[src/rtl/audio_mix_pkg.sv]
// Shared types and arithmetic helpers for the audio mixing scheduler.
// Holds the FSM encoding, gain scaling constants and the saturation functions.
package audio_mix_pkg;

  typedef enum logic [1:0] {
    S_IDLE     = 2'd0,
    S_MAC      = 2'd1,
    S_MASTER_L = 2'd2,
    S_MASTER_R = 2'd3
  } mix_state_e;

  localparam int GAIN_UNITY = 64;
  localparam int GAIN_SHIFT = 6;

  // Full-precision accumulator: sample x unsigned gain, plus growth for summing n sources.
  function automatic int acc_width(input int dw, input int gw, input int n);
    return dw + gw + 1 + $clog2(n);
  endfunction

  function automatic logic signed [16:0] sat17(input logic signed [47:0] v);
    if (v > 48'sd65535)
      return 17'sd65535;
    else if (v < -48'sd65536)
      return -17'sd65536;
    else
      return v[16:0];
  endfunction

  function automatic logic signed [15:0] sat16(input logic signed [47:0] v);
    if (v > 48'sd32767)
      return 16'sd32767;
    else if (v < -48'sd32768)
      return -16'sd32768;
    else
      return v[15:0];
  endfunction

  function automatic logic sat16_clips(input logic signed [47:0] v);
    return (v > 48'sd32767) || (v < -48'sd32768);
  endfunction

endpackage

[src/rtl/audio_mul.sv]
// Shared signed multiplier, purely combinational.
// Latency: 0 cycles. Backpressure: none, the scheduler owns the operand mux.
// Operands are both signed; unsigned gains are zero-extended by the caller.
module audio_mul #(
  parameter int AW = 17,
  parameter int BW = 8
) (
  input  logic signed [AW-1:0]    a,
  input  logic signed [BW-1:0]    b,
  output logic signed [AW+BW-1:0] p
);

  assign p = a * b;

endmodule

[src/rtl/audio_mix_sched.sv]
// Sample-rate mixer: snapshots NUM_SRC stereo sources, applies gain/mute/master via one multiplier.
// Latency: out_valid 2*NUM_SRC+3 cycles after an accepted next_sample.
// Backpressure: none; a strobe while busy is dropped and flagged as overrun.
module audio_mix_sched
  import audio_mix_pkg::*;
#(
  parameter int NUM_SRC = 2,
  parameter int DW      = 16,
  parameter int GW      = 7
) (
  input  logic                  clk,
  input  logic                  rst_n,
  input  logic                  next_sample,
  input  logic [NUM_SRC*DW-1:0] src_left,
  input  logic [NUM_SRC*DW-1:0] src_right,
  input  logic [NUM_SRC*GW-1:0] src_gain,
  input  logic [NUM_SRC-1:0]    src_mute,
  input  logic [GW-1:0]         master_gain,
  input  logic                  clip_clr,
  output logic                  busy,
  output logic                  out_valid,
  output logic [DW-1:0]         out_left,
  output logic [DW-1:0]         out_right,
  output logic                  clip_left,
  output logic                  clip_right,
  output logic                  overrun
);

  localparam int ACC_W = acc_width(DW, GW, NUM_SRC);
  localparam int MA_W  = DW + 1;
  localparam int MB_W  = GW + 1;
  localparam int MP_W  = MA_W + MB_W;
  localparam int IDX_W = $clog2(2 * NUM_SRC) + 1;
  localparam int SEL_W = IDX_W - 1;
  localparam logic [IDX_W-1:0] IDX_LAST = IDX_W'(2 * NUM_SRC - 1);

  mix_state_e state;
  logic [IDX_W-1:0] idx;

  logic [NUM_SRC*DW-1:0] snap_left;
  logic [NUM_SRC*DW-1:0] snap_right;
  logic [NUM_SRC*GW-1:0] snap_gain;
  logic [NUM_SRC-1:0]    snap_mute;
  logic [GW-1:0]         snap_master;

  logic signed [ACC_W-1:0] acc_l;
  logic signed [ACC_W-1:0] acc_r;

  logic signed [DW-1:0] pend_left;
  logic                 pend_clip_l;

  logic [SEL_W-1:0]     src_sel;
  logic [DW-1:0]        mac_sample;
  logic [GW-1:0]        mac_gain;
  logic signed [16:0]   s_l;
  logic signed [16:0]   s_r;
  logic signed [MA_W-1:0] mul_a;
  logic signed [MB_W-1:0] mul_b;
  logic signed [MP_W-1:0] mul_p;
  logic signed [47:0]   m_full;
  logic signed [15:0]   m_sat;
  logic                 m_clip;

  assign busy    = (state != S_IDLE);
  assign src_sel = idx[IDX_W-1:1];

  // Step order is L0,R0,L1,R1,...: idx[0] picks the channel, the upper bits the source.
  always_comb begin
    mac_sample = '0;
    mac_gain   = '0;
    for (int i = 0; i < NUM_SRC; i++) begin
      if (src_sel == SEL_W'(i)) begin
        mac_sample = idx[0] ? snap_right[i*DW +: DW] : snap_left[i*DW +: DW];
        mac_gain   = snap_mute[i] ? '0 : snap_gain[i*GW +: GW];
      end
    end
  end

  assign s_l = sat17(48'(acc_l >>> GAIN_SHIFT));
  assign s_r = sat17(48'(acc_r >>> GAIN_SHIFT));

  always_comb begin
    mul_a = '0;
    mul_b = '0;
    case (state)
      S_MAC: begin
        mul_a = {mac_sample[DW-1], mac_sample};
        mul_b = {1'b0, mac_gain};
      end
      S_MASTER_L: begin
        mul_a = s_l;
        mul_b = {1'b0, snap_master};
      end
      S_MASTER_R: begin
        mul_a = s_r;
        mul_b = {1'b0, snap_master};
      end
      default: begin
        mul_a = '0;
        mul_b = '0;
      end
    endcase
  end

  audio_mul #(
    .AW(MA_W),
    .BW(MB_W)
  ) u_mul (
    .a(mul_a),
    .b(mul_b),
    .p(mul_p)
  );

  assign m_full = 48'(mul_p >>> GAIN_SHIFT);
  assign m_sat  = sat16(m_full);
  assign m_clip = sat16_clips(m_full);

  always_ff @(posedge clk or negedge rst_n) begin
    if (!rst_n) begin
      state       <= S_IDLE;
      idx         <= '0;
      snap_left   <= '0;
      snap_right  <= '0;
      snap_gain   <= '0;
      snap_mute   <= '0;
      snap_master <= '0;
      acc_l       <= '0;
      acc_r       <= '0;
      pend_left   <= '0;
      pend_clip_l <= 1'b0;
      out_left    <= '0;
      out_right   <= '0;
      out_valid   <= 1'b0;
    end else begin
      out_valid <= 1'b0;
      case (state)
        S_IDLE: begin
          if (next_sample) begin
            snap_left   <= src_left;
            snap_right  <= src_right;
            snap_gain   <= src_gain;
            snap_mute   <= src_mute;
            snap_master <= master_gain;
            acc_l       <= '0;
            acc_r       <= '0;
            idx         <= '0;
            state       <= S_MAC;
          end
        end
        S_MAC: begin
          if (idx[0])
            acc_r <= acc_r + ACC_W'(mul_p);
          else
            acc_l <= acc_l + ACC_W'(mul_p);
          if (idx == IDX_LAST)
            state <= S_MASTER_L;
          else
            idx <= idx + IDX_W'(1);
        end
        S_MASTER_L: begin
          pend_left   <= m_sat;
          pend_clip_l <= m_clip;
          state       <= S_MASTER_R;
        end
        S_MASTER_R: begin
          out_left  <= pend_left;
          out_right <= m_sat;
          out_valid <= 1'b1;
          state     <= S_IDLE;
        end
        default: state <= S_IDLE;
      endcase
    end
  end

  // Clip flags land together with the output they describe; a new event beats a clear.
  always_ff @(posedge clk or negedge rst_n) begin
    if (!rst_n) begin
      clip_left  <= 1'b0;
      clip_right <= 1'b0;
      overrun    <= 1'b0;
    end else begin
      if (state == S_MASTER_R && pend_clip_l)
        clip_left <= 1'b1;
      else if (clip_clr)
        clip_left <= 1'b0;

      if (state == S_MASTER_R && m_clip)
        clip_right <= 1'b1;
      else if (clip_clr)
        clip_right <= 1'b0;

      if (next_sample && state != S_IDLE)
        overrun <= 1'b1;
      else if (clip_clr)
        overrun <= 1'b0;
    end
  end

endmodule
[config.mk]
export PLATFORM = sky130hd
export DESIGN_NAME = audio_mix_sched
export DESIGN_NICKNAME = d
export VERILOG_FILES = /design/src/rtl/audio_mix_pkg.sv /design/src/rtl/audio_mul.sv /design/src/rtl/audio_mix_sched.sv
export SDC_FILE = /design/constraint.sdc
export NUM_CORES = 1
export LEC_CHECK = 0
export ABC_CLOCK_PERIOD_IN_PS = 10100
export CAP_MARGIN = 40
export CORE_MARGIN = 8
export CORE_UTILIZATION = 50
export CTS_BUF_LIST = sky130_fd_sc_hd__clkbuf_4
export DETAILED_ROUTE_END_ITERATION = 16
export GPL_ROUTABILITY_DRIVEN = 0
export PLACE_DENSITY = 0.7
export SYNTH_ARGS = -nofsm -noshare
export SYNTH_HDL_FRONTEND = slang
export SYNTH_SLANG_ARGS = --single-unit
[constraint.sdc]
create_clock -name clk -period 10.1 [get_ports clk]
set_input_delay 2.02 -clock clk [delete_from_list [all_inputs] [get_ports clk]]
set_output_delay 2.02 -clock clk [all_outputs]
set_load 0.01 [all_outputs]
; Word level (Yosys, flattened, before mapping)
; Index checks and enable logic that the tools add are counted.
; W data, S select, Z words.
[totals]
out_inout_bits = 37
regBits = 195
[op_classes]
multipliers = 1
n_reduce_logical = 17
n_eq_ne = 10
addsub = 3
order_cmp = 6
muxes = 32
[ops]
columns = op, count
row1 = $pmux W25 S2, 2
row2 = $mux W16, 6
row3 = $mux W25, 3
row4 = $mux W17, 4
row5 = $pmux W17 S3, 1
row6 = $add A25 B25 Y25, 2
row7 = $gt A19 B17 Y1 const B, 2
row8 = $lt A19 B17 Y1 const B, 2
row9 = $mux W7, 4
row10 = $mul A17 B8 Y25, 1
row11 = $gt A19 B16 Y1 const B, 1
row12 = $lt A19 B16 Y1 const B, 1
row13 = $pmux W7 S2, 1
row14 = $ne A2 B2 Y1 const B, 5
row15 = $reduce_bool A2 Y1, 5
row16 = $reduce_and A3 Y1, 3
row17 = $pmux W2 S4, 1
row18 = $mux W3, 2
row19 = $pmux W3 S2, 1
row20 = $mux W1, 5
row21 = $eq A2 B1 Y1 const B, 2
row22 = $eq A2 B2 Y1 const B, 2
row23 = $logic_not A2 Y1, 2
row24 = $mux W2, 2
row25 = other kinds (6), 9

; Logic depth before layout (Yosys ltp)
; Gate-level depths: netlist (run 1).
[depth]
word_depth = 9
ltp_mapped = 33
ltp_nobuf = 30

; Cells and area by module
; Synthesis (run 1) repeated with hierarchy kept, for this count alone.
[hier_totals]
cells_unflattened = 1567
area_unflattened_um2 = 15770.1
[modules_own_cells]
columns = module, seq_area_each_um2, cells_each, area_each_um2, n_inst
row1 = audio_mix_sched, 4879.7, 1007, 10857.9, 1
row2 = audio_mul, 0.0, 560, 4912.2, 1

; Worst setup path after synthesis (run 1)
; Ideal clock, no wire load.
[synth_path]
kind = reg2reg
start = reg idx[0]
end = reg acc_r[21]
arrival_time_ns = 7.720
path_stages_with_launch = 30
path_slack_ns = 2.259
path_buffers = 2
setup_ns = 0.122
period_less_slack_ns = 7.841
required_time_ns = 9.978
path_cell_list = dfrtp_1 > clkbuf_1 > clkbuf_1 > mux4_2 > a21oi_1 > nor2_1 > fa_1 > inv_1 > fa_1 > inv_1 > fa_1 > inv_1 > fa_1 > inv_1 > ha_1 > or3_4 > o21bai_4 > a21oi_4 > o21bai_1 > a21oi_1 > xnor2_1 > ha_1 > and3_1 > nand3_1 > o21ai_0 > o31ai_1 > a21oi_1 > o21a_1 > or3_1 > a32o_1
[synth_between]
elab_chain_cells = 8
[synth_lines]
columns = element, line_no
row1 = from (decl), audio_mix_sched.sv:38  ; logic [IDX_W-1:0] idx;
row2 = from (signal assigned), audio_mix_sched.sv:158  ; idx <= idx + IDX_W'(1);
row3 = $mux W16, audio_mix_sched.sv:73  ; mac_sample = idx[0] ? snap_right[i*DW +: DW] : snap_left[i*DW +: DW];
row4 = $mux W16 (2 in a row), audio_mix_sched.sv:72  ; if (src_sel == SEL_W'(i)) begin
row5 = $pmux W17 S3, audio_mix_sched.sv:85  ; case (state)
row6 = $mul A17 B8 Y25, audio_mul.sv:13  ; assign p = a * b;
row7 = $add A25 B25 Y25, audio_mix_sched.sv:152  ; acc_r <= acc_r + ACC_W'(mul_p);
row8 = $mux W25, audio_mix_sched.sv:151  ; if (idx[0])
row9 = $pmux W25 S2, audio_mix_sched.sv:136  ; case (state)
row10 = to (signal assigned), audio_mix_sched.sv:152
row11 = to (decl), audio_mix_sched.sv:47  ; logic signed [ACC_W-1:0] acc_r;
; Parallel ways exist; a longest one is shown, timed or not. The select of a mux whose other input is x is not followed.
; A chain may end at the register's enable or synchronous reset.

; Worst setup path after layout (run 1)
[layout_path]
start = reg idx[0]
end = reg acc_l[21]
[layout_between]
elab_chain_cells = 8
[layout_lines]
columns = element, line_no
row1 = $mux W16, audio_mix_sched.sv:73
row2 = $mux W16 (2 in a row), audio_mix_sched.sv:72
row3 = $pmux W17 S3, audio_mix_sched.sv:85
row4 = $mul A17 B8 Y25, audio_mul.sv:13
row5 = $add A25 B25 Y25, audio_mix_sched.sv:154  ; acc_l <= acc_l + ACC_W'(mul_p);
row6 = $mux W25, audio_mix_sched.sv:151
row7 = $pmux W25 S2, audio_mix_sched.sv:136
row8 = to (signal assigned), audio_mix_sched.sv:154
row9 = to (decl), audio_mix_sched.sv:46  ; logic signed [ACC_W-1:0] acc_l;
; Parallel ways exist; a longest one is shown, timed or not. The select of a mux whose other input is x is not followed.

==> results.md, run 1 <==
- H-tree depth: 4
- Crit path to: acc_l[21]$_DFFE_PN0P_
- Min Hold Slack: 0.5231 ns
- Die Wd: approximately 190 µm
- Combinational family with the most area after synthesis: adder cells
- Worst EP arrival: approximately 9.2 ns
- First-pass iteration count of the detailed router: 5
- Largest net degree at the start of global routing: 78
- Synth area leaders: dfrtp_1 33%, fa_1 12%, mux2_2 10%
- RSZ-0062 raised after global routing: false
- Final setup TNS: 0 ns
- Worst slew pin tran: 0.8568 ns
- DR vias: ~11k
- Number of cells upsized or downsized after cts: 0
- Global-route wire length before repair: around 63000 µm
- Synth Area in XOR/XNOR: 0.03501
- Area leader, netlist: dfrtp_1
- Post-synthesis compound-gate area fraction: 0.1429
- PortBufs: around 130
- Period minus WS final: between 8 and 9 ns
- TritonCTS buffer count: 17
- Post-Synth Adder-Cell Area: 0.2124
- Final worst slack: 1.432 ns
- Top FF cell, synth: dfrtp_1
- # setup viols final: 0
- FF-to-FF setup slack: 1.43 ns
- Crit Path Category: register to register
- Max cap viols: 0
- Rows: 63
- Number of DRC markers in iteration 0: roughly 900
- Starting Density: 0.5065
- Core footprint: slightly below 0.03 mm²
- Post-synth EDFFs: 0
- Simple-Gate Fraction of Synth Area: 0.1037
- DR WL/cell: 19.10 µm
- Top cell type's share of synthesized area: 0.3251
- Die H: 189.3 µm
- Worst Path Max Fanout: 11
- P&R area growth vs syn: 13.57%
- Crit. Startpoint: idx[0]$_DFFE_PN0P_
- Slew headroom: 0.4237
- Seq/Total Area, Yosys: 0.3251
- Worst-Skew Late Latency: 0.63 ns
- Synth unique cells: 60
- Antenna-violating nets left: 0
- Final period utilization: 0.8582
- Nature of the critical path endpoint: register
- Max VDD drop: 0.2194 mV
- Leakage: 8.148 nW
- Mux contribution to synthesized area: 0.1279
- Synthesized instance count: 1480
- Startpoint types: register
- Fin. Hold Viols: 0
- Worst Skew: 0.02198 ns
- WHS Path Cells: 2
- DP Worst Slack: ~1.5 ns
- Residual DRC: 0
- # Post-CTS Setup Buffers: 0
- FMAX: 115.4 MHz
- CP max-delay cell: dfrtp_1
- Worst Path Required: 10.64 ns
- Power consumption: around 6.3 mW
- Die ar.: 0.03582 mm²
- All-Layer GR Usage: 0.2187
- Fin nets: 1873
- RR Startpoint: idx[0]$_DFFE_PN0P_
- CTS tree: done
- # clock sinks: between 150 and 200
- Reg clk slew, reported paths: 0.17 ns
- Yosys warns: 0
- HPWL Detailed: 29890 µm
- Outcome: complete, no violations
- Fin. max-slew vios: 0
- Number of global-route vias before repair: 11.94k
- Max clock buf depth: 2
- Worst hold-check path type: register to register
- Boundary pin count: 128
- Mapped Nets: 1770
- Reg2Reg Depth: 28
- Root buffer selected by CTS: clkbuf_4
- PD cells: 367.2 mW/mm²
- Routed vias/inst: 5.750
- Slowest cell delay on critical path: 0.71 ns
- Cell area after synthesis: 0.01501 mm²
- R2R Path End: acc_l[21]$_DFFE_PN0P_
- Initial antenna violation count: 2
- Total Wirelength: 37970 µm
- Fillers: 2604
- Layout cells sized above 1: 0.1385
- Hold buffers post-CTS: 0
- Post-Syn Area per Cell: around 10 µm²
- GRT overflow: 0
- Register bit total from synthesis: 195
- Async S/R FF share, synth: 1.000
-- worst max-delay path, delay by kind of cell (launching register included) --
family | cells | cell delay (ns)
adders and majority gates | 6 | 2.83
AOI/OAI and AO/OA | 9 | 2.39
and+or+nand+nor | 6 | 1.00
DFF | 1 | 0.71
buffers and inverters | 5 | 0.55
muxes | 1 | 0.54
xor gates and xnor gates | 1 | 0.53
-- stage by stage --
stage | cell area, µm² | util | cells
after global routing | 17050 | 0.5752 | 1988
after CTS | 17040 | 0.5750 | 1986
after detailed placement | 16740 | 0.5648 | 1954
final | 17050 | 0.5752 | 1988
after floorplan | 15010 | - | 1480
after global placement | 16610 | 0.5606 | 1948
-- logic make-up after synthesis --
family,count (synthesis)
buf+inv,205
compound gates,322
fa+ha+maj,199
flops,195
simple gates,344
xor+xnor,60
mux,155
-- per-layer routing --
metal	vias up	track usage	routed length [µm]
met5	-	0	0
met4	0	0.07126	993
met3	70	0.03477	1840
met2	331	0.3641	18410
met1	5720	0.2884	16730
li1	5310	-	-
-- synthesized netlist by cell type (4+ instances only) --
| cell | instances |
|---|---|
| a211oi_1 | 4 |
| a21o_1 | 46 |
| a21oi_1 | 78 |
| a22o_1 | 26 |
| a32o_1 | 6 |
| and3_1 | 9 |
| and3b_1 | 7 |
| buf_1 | 11 |
| clkbuf_1 | 43 |
| dfrtp_1 | 195 |
| fa_1 | 93 |
| ha_1 | 106 |
| inv_1 | 147 |
| mux2_2 | 135 |
| mux2i_1 | 4 |
| mux4_2 | 16 |
| nand2_1 | 72 |
| nand2b_1 | 17 |
| nand3_1 | 10 |
| nand3b_1 | 4 |
| nor2_1 | 174 |
| nor2b_1 | 5 |
| nor3_1 | 10 |
| nor3b_1 | 8 |
| o2111ai_1 | 4 |
| o21a_1 | 15 |
| o21ai_0 | 69 |
| o21bai_1 | 9 |
| o22a_1 | 15 |
| o22ai_1 | 17 |
| o31ai_1 | 8 |
| or2_2 | 14 |
| or3_1 | 5 |
| xnor2_1 | 41 |
| xor2_1 | 19 |
-- sequential cells by signal, summed over array words and instances (netlist names) --
register,flops
pend_left,16
out_left,16
overrun,1
idx,3
snap_gain,14
out_right,16
acc_l,25
clip_left,1
snap_left,32
out_valid,1
snap_mute,2
pend_clip_l,1
acc_r,25
clip_right,1
snap_right,32
snap_master,7
state,2
-- how the worst min path moves through the flow --
stage,start,end
final,acc_l[2]$_DFFE_PN0P_,acc_l[2]$_DFFE_PN0P_
after global routing,pend_left[2]$_DFFE_PN0P_,out_left[2]$_DFFE_PN0P_
after CTS,acc_l[2]$_DFFE_PN0P_,acc_l[2]$_DFFE_PN0P_
after detailed placement,acc_l[2]$_DFFE_PN0P_,acc_l[2]$_DFFE_PN0P_
after global placement,acc_r[2]$_DFFE_PN0P_,acc_r[2]$_DFFE_PN0P_
after floorplan,acc_l[2]$_DFFE_PN0P_,acc_l[2]$_DFFE_PN0P_
-- cell type report --
class                   count  area, µm²  share of cell area
flip-flops and latches    195       4880              0.2862
repair buffers            142       1466             0.08602
well taps                 390      488.0             0.02862
inverters                 147      551.8             0.03237
clock buffers              18      135.1            0.007927
multi-input cells        1080       9353              0.5486
clock inverters            14      168.9            0.009908
diodes                      2      5.005           0.0002936
-- power by group --
part	internal, mW	total, mW	switching [mW]	leakage [nW]
logic	1.91	4.46	2.55	5.55
clock network	0.139	0.442	0.303	0.158
registers	1.14	1.36	0.219	2.44
-- cells in the final DEF, fill, tap and decap left out, drive strengths merged, types with 16 or more instances in the layout --
cell type / instances
mux2: 135
xnor2: 41
a21oi: 79
o21a: 16
nor2: 174
a21o: 46
o22ai: 17
nand2: 72
inv: 153
xor2: 19
clkdlybuf4s50: 126
nand2b: 17
clkbuf: 19
o21ai: 70
dfrtp: 195
a22o: 26
fa: 93
ha: 106
mux4: 16
No activity file was read; power rests on OpenSTA's default activity.
==> run 2: changes to the inputs <==
- SLEW_MARGIN: default -> 10
==> results.md, run 2 (synthesis results as in run 1) <==
- Outcome: complete, no violations (unchanged)
- Most frequent cells in the layout: 195 x dfrtp_1, 174 x nor2_1, 147 x inv_1, 135 x mux2_2, 126 x clkdlybuf4s50_1 (unchanged)
- PortBufs: 127 (unchanged)
- Routed vias/inst: 5.788 (was 5.750)
- Power consumption: 6.236 mW (was 6.259 mW)
- Global-route wire length before repair: 63130 µm (was 63010 µm)
- FF-to-FF setup slack: 1.36 ns (was 1.43 ns)
- Commonest non-fill, non-tap cell in the layout: dfrtp_1 (unchanged)
- Residual DRC: 0 (unchanged)
- Fin. Hold Viols: 0 (unchanged)
- Max cap viols: 0 (unchanged)
- Final setup TNS: 0 ns (unchanged)
- Crit Path Category: register to register (unchanged)
- Worst EP arrival: 9.25 ns (was 9.21 ns)
- Worst Path Max Fanout: 11 (unchanged)
- Core footprint: 0.02964 mm² (unchanged)
- Total Wirelength: 38090 µm (was 37970 µm)
- Period minus WS final: 8.739 ns (was 8.668 ns)
- DR WL/cell: 19.17 µm (was 19.10 µm)
- Final period utilization: 0.8653 (was 0.8582)
- Largest net degree at the start of global routing: 78 (unchanged)
- Top sig layer: met4 (unchanged)
- RSZ-0062 raised after global routing: false (unchanged)
- Max clock buf depth: 2 (unchanged)
- Leakage: 8.146 nW (was 8.148 nW)
- TritonCTS buffer count: 17 (unchanged)
- Die ar.: 0.03582 mm² (unchanged)
- Fillers: 2613 (was 2604)
- Slowest cell delay on critical path: 0.71 ns (about the same)
- Number of DRC markers in iteration 0: 949 (was 895)
- Worst Path Required: 10.61 ns (was 10.64 ns)
- RR Startpoint: idx[0]$_DFFE_PN0P_ (unchanged)
- Worst Skew: 0.02853 ns (was 0.02198 ns)
- Worst-Skew Late Latency: 0.61 ns (was 0.63 ns)
- Rows: 63 (unchanged)
- Largest regs: snap_left x32, snap_right x32 (unchanged)
- Die Wd: 189.3 µm (unchanged)
- Seq. cell area: 0.004880 mm² (unchanged)
- # setup viols final: 0 (unchanged)
- Root buffer selected by CTS: clkbuf_4 (unchanged)
- First-pass iteration count of the detailed router: 5 (unchanged)
- Nature of the critical path endpoint: register (unchanged)
- Wl on met1: 16890 µm (was 16730 µm)
- FMAX: 114.4 MHz (was 115.4 MHz)
- Hold endpoint: acc_r[2]$_DFFE_PN0P_ (was acc_l[2]$_DFFE_PN0P_)
- WHS Path Cells: 2 (unchanged)
- Worst hold-check path type: register to register (unchanged)
- Worst slew pin tran: 0.9025 ns (was 0.8568 ns)
- P&R area growth vs syn: 13.47% (was 13.57%)
- Hold buffers post-CTS: 0 (unchanged)
- GRT overflow: 0 (unchanged)
- Area of the multi-input gates: 0.009353 mm² (unchanged)
- All-Layer GR Usage: 0.2193 (was 0.2187)
- Boundary pin count: 128 (unchanged)
- CP max-delay cell: dfrtp_1 (unchanged)
- H-tree depth: 4 (unchanged)
- Fin. max-slew vios: 0 (unchanged)
- Number of cells upsized or downsized after cts: 0 (unchanged)
- HPWL Detailed: 29910 µm (was 29890 µm)
- DR WL met3: 1775 µm (was 1840 µm)
- Layout cells sized above 1: 0.1378 (was 0.1385)
- # clock sinks: 195 (unchanged)
- Hold path startpoint: acc_r[2]$_DFFE_PN0P_ (was acc_l[2]$_DFFE_PN0P_)
- Reg clk slew, reported paths: 0.17 ns (about the same)
- Antenna-violating nets left: 0 (unchanged)
- Number of global-route vias before repair: 12.01k (was 11.94k)
- R2R Path End: acc_l[21]$_DFFE_PN0P_ (unchanged)
- CTS tree: done (unchanged)
- # Post-CTS Setup Buffers: 0 (unchanged)
- Initial antenna violation count: 1 (was 2)
- Max VDD drop: 0.2360 mV (was 0.2194 mV)
- Reg2Reg Depth: 28 (unchanged)
- Starting Density: 0.5065 (unchanged)
- Slew headroom: 0.3929 (was 0.4237)
- Fin nets: 1873 (unchanged)
- WL met2: 18490 µm (was 18410 µm)
- Die H: 189.3 µm (unchanged)
- DR vias: 11.50k (was 11.43k)
- PD cells: 366.1 mW/mm² (was 367.2 mW/mm²)
- Startpoint types: register (unchanged)
[run 2: report_power, final]
| part | internal, mW | leakage [nW] | total [mW] | switching [mW] |
|---|---|---|---|---|
| combinational | 1.91 | 5.55 | 4.45 | 2.55 |
| clock | 0.114 | 0.156 | 0.421 | 0.308 |
| sequential | 1.14 | 2.44 | 1.36 | 0.219 |
[run 2: worst max-delay path by stage]
stage	to	cells past startpoint	startpoint	slack, ns
after floorplan	acc_r[21]$_DFFE_PN0P_	29	idx[0]$_DFFE_PN0P_	2.26
after global placement	acc_l[21]$_DFFE_PN0P_	28	idx[0]$_DFFE_PN0P_	1.55
after detailed placement	acc_l[21]$_DFFE_PN0P_	28	idx[0]$_DFFE_PN0P_	1.54
after CTS	acc_l[21]$_DFFE_PN0P_	28	idx[0]$_DFFE_PN0P_	1.50
after global routing	acc_r[21]$_DFFE_PN0P_	28	idx[0]$_DFFE_PN0P_	0.88
final	acc_l[21]$_DFFE_PN0P_	28	idx[0]$_DFFE_PN0P_	1.36
[run 2: routing by layer]
layer,track usage,vias to the layer above
met5,0,-
met4,0.07126,0
met3,0.03458,77
met2,0.3640,351
met1,0.2904,5759
li1,-,5314
[run 2: final cells by class]
cell class                      instances  share of cell area
Sequential cell                       195              0.2865
Timing Repair Buffer                  142             0.08609
Multi-Input combinational cell       1080              0.5491
Antenna cell                            1           0.0001469
Clock buffer                           17            0.007493
Clock inverter                         15            0.009623
Inverter                              147             0.03240
Tap cell                              390             0.02865
[run 2: worst max-delay path, delay by kind of cell, from the launching register on]
kind	cells	cell delay [ns]
flops	1	0.71
simple gates	6	1.01
buf+inv	5	0.57
xor+xnor	1	0.53
mux	1	0.54
fa+ha+maj	6	2.83
compound gates	9	2.45
[run 2: metrics by stage]
| stage | hold WS (ns) | util | instance area (µm²) | instances | setup slack, ns |
|---|---|---|---|---|---|
| detailed placement | 0.4882 | 0.5648 | 16740 | 1954 | 1.539 |
| global route | 0.5372 | 0.5747 | 17030 | 1987 | 0.8789 |
| global placement | 0.4811 | 0.5606 | 16610 | 1948 | 1.553 |
| floorplan | 0.4563 | - | 15010 | 1480 | 2.259 |
| CTS | 0.5241 | 0.5746 | 17030 | 1986 | 1.497 |
| finish | 0.5166 | 0.5747 | 17030 | 1987 | 1.361 |
